$ cat config.mk
export PLATFORM = sky130hd
export DESIGN_NAME = jt51_exp2lin
export DESIGN_NICKNAME = d
export VERILOG_FILES = /design/src/rtl/jt51_exp2lin.sv
export SDC_FILE = /design/constraint.sdc
export NUM_CORES = 1
export LEC_CHECK = 0
export BUFFER_PORTS_ARGS = -buffer_cell sky130_fd_sc_hd__buf_4
export CORE_AREA = 2 2 77 79
export CTS_CLUSTER_DIAMETER = 30
export CTS_CLUSTER_SIZE = 14
export DETAILED_ROUTE_END_ITERATION = 7
export DIE_AREA = 0 0 79 81
export GPL_TIMING_DRIVEN = 0
export PLACE_DENSITY = 0.77
export REMOVE_ABC_BUFFERS = 1
export SKIP_CTS_REPAIR_TIMING = 1
export SYNTH_ARGS = -nofsm -noshare
export SYNTH_HDL_FRONTEND = slang
export SYNTH_SLANG_ARGS = --single-unit
$ cat constraint.sdc
create_clock -name clk -period 9.2 [get_ports clk]
set_clock_uncertainty 0.05 [all_clocks]
set_input_delay 1.38 -clock clk [delete_from_list [all_inputs] [get_ports clk]]
set_output_delay 1.38 -clock clk [all_outputs]
set_load 0.1 [all_outputs]
$ cat src/rtl/jt51_exp2lin.sv
// Log-to-linear conversion for the operator output: attenuation -> exponent ROM
// row lookup -> mantissa shift and sign -> registered signed linear sample.
module jt51_exp2lin #(
  parameter int OUT_W = 14
) (
  input  logic             clk,
  input  logic             rst_n,
  input  logic             in_valid,
  input  logic [12:0]      in_att,
  input  logic             in_sign,
  input  logic             in_mute,
  output logic [4:0]       rom_addr,
  input  logic [44:0]      rom_data,
  output logic             out_valid,
  output logic [OUT_W-1:0] out_lin
);

  localparam int PAD = OUT_W - 11;

  // [0] stage A, [1] stage B (aligned with rom_data), [2] output
  logic [2:0] vld_pipe;
  logic [4:0] a_shift, b_shift;
  logic [2:0] a_sub, b_sub;
  logic       a_sign, b_sign, a_mute, b_mute;

  logic [8:0]       field;
  logic [OUT_W-2:0] ext, mag;
  logic [OUT_W-1:0] lin_next;

  assign out_valid = vld_pipe[2];

  always_comb begin
    field = rom_data[8:0];
    case (b_sub)
      3'd0:    field = rom_data[44:36];
      3'd1:    field = rom_data[35:27];
      3'd2:    field = rom_data[26:18];
      3'd3:    field = rom_data[17:9];
      default: field = rom_data[8:0];
    endcase
  end

  // Mantissa always has its hidden 1, so only mute or a full shift-out gives zero.
  assign ext = (OUT_W-1)'({1'b1, field}) << PAD;
  assign mag = (int'(b_shift) >= OUT_W-1) ? '0 : (ext >> b_shift);

  always_comb begin
    lin_next = '0;
    if (!b_mute && mag != '0)
      lin_next = b_sign ? -{1'b0, mag} : {1'b0, mag};
  end

  always_ff @(posedge clk or negedge rst_n) begin
    if (!rst_n) begin
      vld_pipe <= '0;
      rom_addr <= '0;
      a_shift  <= '0;
      a_sub    <= '0;
      a_sign   <= 1'b0;
      a_mute   <= 1'b0;
      b_shift  <= '0;
      b_sub    <= '0;
      b_sign   <= 1'b0;
      b_mute   <= 1'b0;
      out_lin  <= '0;
    end else begin
      vld_pipe <= {vld_pipe[1:0], in_valid};
      if (in_valid) begin
        rom_addr <= in_att[7:3];
        a_shift  <= in_att[12:8];
        a_sub    <= in_att[2:0];
        a_sign   <= in_sign;
        a_mute   <= in_mute;
      end
      b_shift <= a_shift;
      b_sub   <= a_sub;
      b_sign  <= a_sign;
      b_mute  <= a_mute;
      if (vld_pipe[1])
        out_lin <= lin_next;
    end
  end

endmodule

==> summary.md <==
| Metric | Value |
|---|---|
| Post-synth top flop | dfrtp_1 |
| Yosys warns | 0 |
| Max FO, Critical Path | 13 |
| Root Driver | clkbuf_8 |
| Die area | 0.00640 sq mm |
| Pwr/cell area | 210 mW/mm^2 |
| Post-DP HPWL | 5050 um |
| Slew Limit Fails | 0 |
| Die Y | 81 um |
| Hold Fails Final Rpt | 0 |
| Gpl congestion | 0.871 |
| Crit share post-route | 42.5% |
| First-pass GRT wire length | 11100 um |
| RSZ-0062 raised after global routing | false |
| Starting DRC count in detailed routing | 158 |
| Pre-CTS setup slack | 4.97 ns |
| Layout cell share with drive strength beyond 1 | 35.2% |
| Critical path data arrival time | 4.01 ns |
| Outcome | complete, no violations |
| Post-synth EDFFs | 0 |
| Post-Syn Area | 0.00272 sq mm |
| Worst skew pair latency | 0.29 ns |
| Crit path kind | in2reg |
| Achievable Freq | 0.256 GHz |
| P&R area growth vs syn | 27.8% |
| Initial antenna violation count | 0 |
| Fin crit period | 3.91 ns |
| Async SR Flop Fraction | 100% |
| Clock sinks | 42 |
| Ports | 83 |
| Filler cell count | 522 |
| Most common cell in the netlist | dfrtp_1 |
| HP Start | vld_pipe[0]$_DFF_PN0_ |
| CTS tree | yes |
| Worst hold slack | 0.309 ns |
| Gr usage total | 21.8% |
| Worst r2r src | b_sub[0]$_DFF_PN0_ |
| Critical Path Max Stage Delay | 0.65 ns |
| Max transition margin | 47.4% |
| Maximum buffer depth of the clock tree | 2 |
| DR WL/cell | 15.4 um |
| Worst hold path class | reg2reg |
| ANT cells | 0 |
| Nets | 415 |
| Maximum vdd drop | 0.115 mV |
| Vias | 2365 |
| H-tree Lvls | 2 |
| Fin cells | 427 |
| Cts bufs inserted | 5 |
| Unique cell type count in the Yosys netlist | 51 |
| Synth top area share | 38.6% |
| Residual DRC | 0 |
| Leakage power | 1.59 nW |
| WP data required | 9.31 ns |
| Post-route ant nets | 0 |
| Core area | 0.00568 sq mm |
| Slowest cell on the critical path | a221oi_1 |
| DP Cell Count | 419 |
| Sequential area share after synthesis | 38.6% |
| Vias in the first global route | 2337 |
| Most common library cells after synthesis | dfrtp_1, mux2_2, nand2_1 |
| Largest cells by area after synthesis | dfrtp_1, mux2_2, mux2i_1, o22ai_1, xnor2_1 |
| Final core utilization | 61.3% |
| Row cnt | 28 |
| CTS clk-pin slew, worst paths | 0.09 ns |
| Post-DP Area | 0.00334 sq mm |
| Final WL | 6570 um |
| Setup crit end kind | flip-flop |
| Die W | 79 um |
| Synth Register Bits | 42 |
| Maxcap violations | 0 |
| Setup TNS | 0 ns |
| Vias per std cell | 5.54 |
| Starting Density | 48.0% |
| Design Area, Final | 0.00348 sq mm |
| Synthesized area per cell | 9.73 sq um |
| Crit path launch type | input pin |
| Worst Slack Setup Final | 5.29 ns |
| Worst path cell trace | buf_4 -> mux4_2 -> mux2i_1 -> a21oi_1 -> a221oi_1 -> nand2_1 -> nor4_1 -> or2_2 -> o22ai_1 |
| Congestion Overflow GR | 0 |
| Total Power | 731 uW |
| Crit path from | rom_data[12] |
| IO buf count | 82 |
| First drt pass iteration count | 4 |
| Post-Synthesis Cells | 280 |
| Area leader, netlist | dfrtp_1 |
| Worst-margin pin slew | 0.789 ns |
| Largest net degree at the start of global routing | 43 |
| # setup viols final | 0 |
placed cells by master, fill, tap and decap left out, types with 3 or more instances in the layout:
cell type	instances
buf_4	82
dfrtp_1	42
mux2_2	22
nand2_1	22
inv_1	19
nor2_1	17
o22ai_1	17
mux2i_1	15
xnor2_1	11
nand2b_1	9
nor3_1	9
o221ai_1	7
o21ai_0	6
a21oi_1	5
o31ai_1	5
clkbuf_8	5
nor2b_1	4
or2_2	3
mux2_1	3
nand3b_1	3
nand3_1	3
registers in the layout, summed over array words and instances (netlist names):
register	flops
a_mute	1
a_shift	5
a_sign	1
a_sub	3
b_mute	1
b_shift	5
b_sign	1
b_sub	3
out_lin	14
rom_addr	5
vld_pipe	3
worst max-delay path, delay by kind of cell:
family / cells / cell delay [ns]
simple gates: 3 / 0.88
buf+inv: 1 / 0.10
compound gates: 3 / 0.92
mux: 2 / 0.73
kinds of logic (layout without fill, tap and decap cells):
group | after synthesis | in the layout | synth area share [%]
compound gates | 66 | 66 | 19.0
xor+xnor | 11 | 11 | 3.54
fa+ha+maj | 1 | 1 | 0.459
buf+inv | 38 | 110 | 6.06
flops | 42 | 42 | 38.6
mux | 42 | 42 | 17.5
simple gates | 80 | 80 | 14.9
path summary, 6_finish.rpt:
path / to / slack (ns) / cells after the start
max in group asynchronous: a_shift[1]$_DFFE_PN0P_ / 7.72 / 1
setup / recovery: out_lin[5]$_DFFE_PN0P_ / 5.29 / 9
hold / removal: vld_pipe[1]$_DFF_PN0_ / 0.31 / 0
min in group asynchronous: out_lin[5]$_DFFE_PN0P_ / 1.00 / 1
setup reg to reg: out_lin[5]$_DFFE_PN0P_ / 5.49 / 8
hold reg to reg: vld_pipe[1]$_DFF_PN0_ / 0.31 / 0
cell type report:
type / instances / area, sq um / share of cell area (%)
inverter: 20 / 75.1 / 2.16
sequential: 42 / 1050 / 30.2
multi-input combinational: 200 / 1510 / 43.3
tap: 75 / 93.8 / 2.70
clock buffer: 5 / 68.8 / 1.98
timing repair buffer: 82 / 616 / 17.7
clock inverter: 3 / 68.8 / 1.98
power breakdown:
group	total, mW	internal (mW)	switching, mW
Combinational	0.319	0.109	0.211
Clock	0.176	0.109	0.0672
Sequential	0.236	0.208	0.0272
Total	0.731	0.426	0.305
layer usage:
layer | part of all wire [%] | GRT usage [%]
met1 | 41 | 28.2
met2 | 54 | 39.1
met3 | 3.9 | 3.00
met4 | 0.58 | 4.66
met5 | 0 | 0
Note: power is estimated with default switching activity, not from simulation.
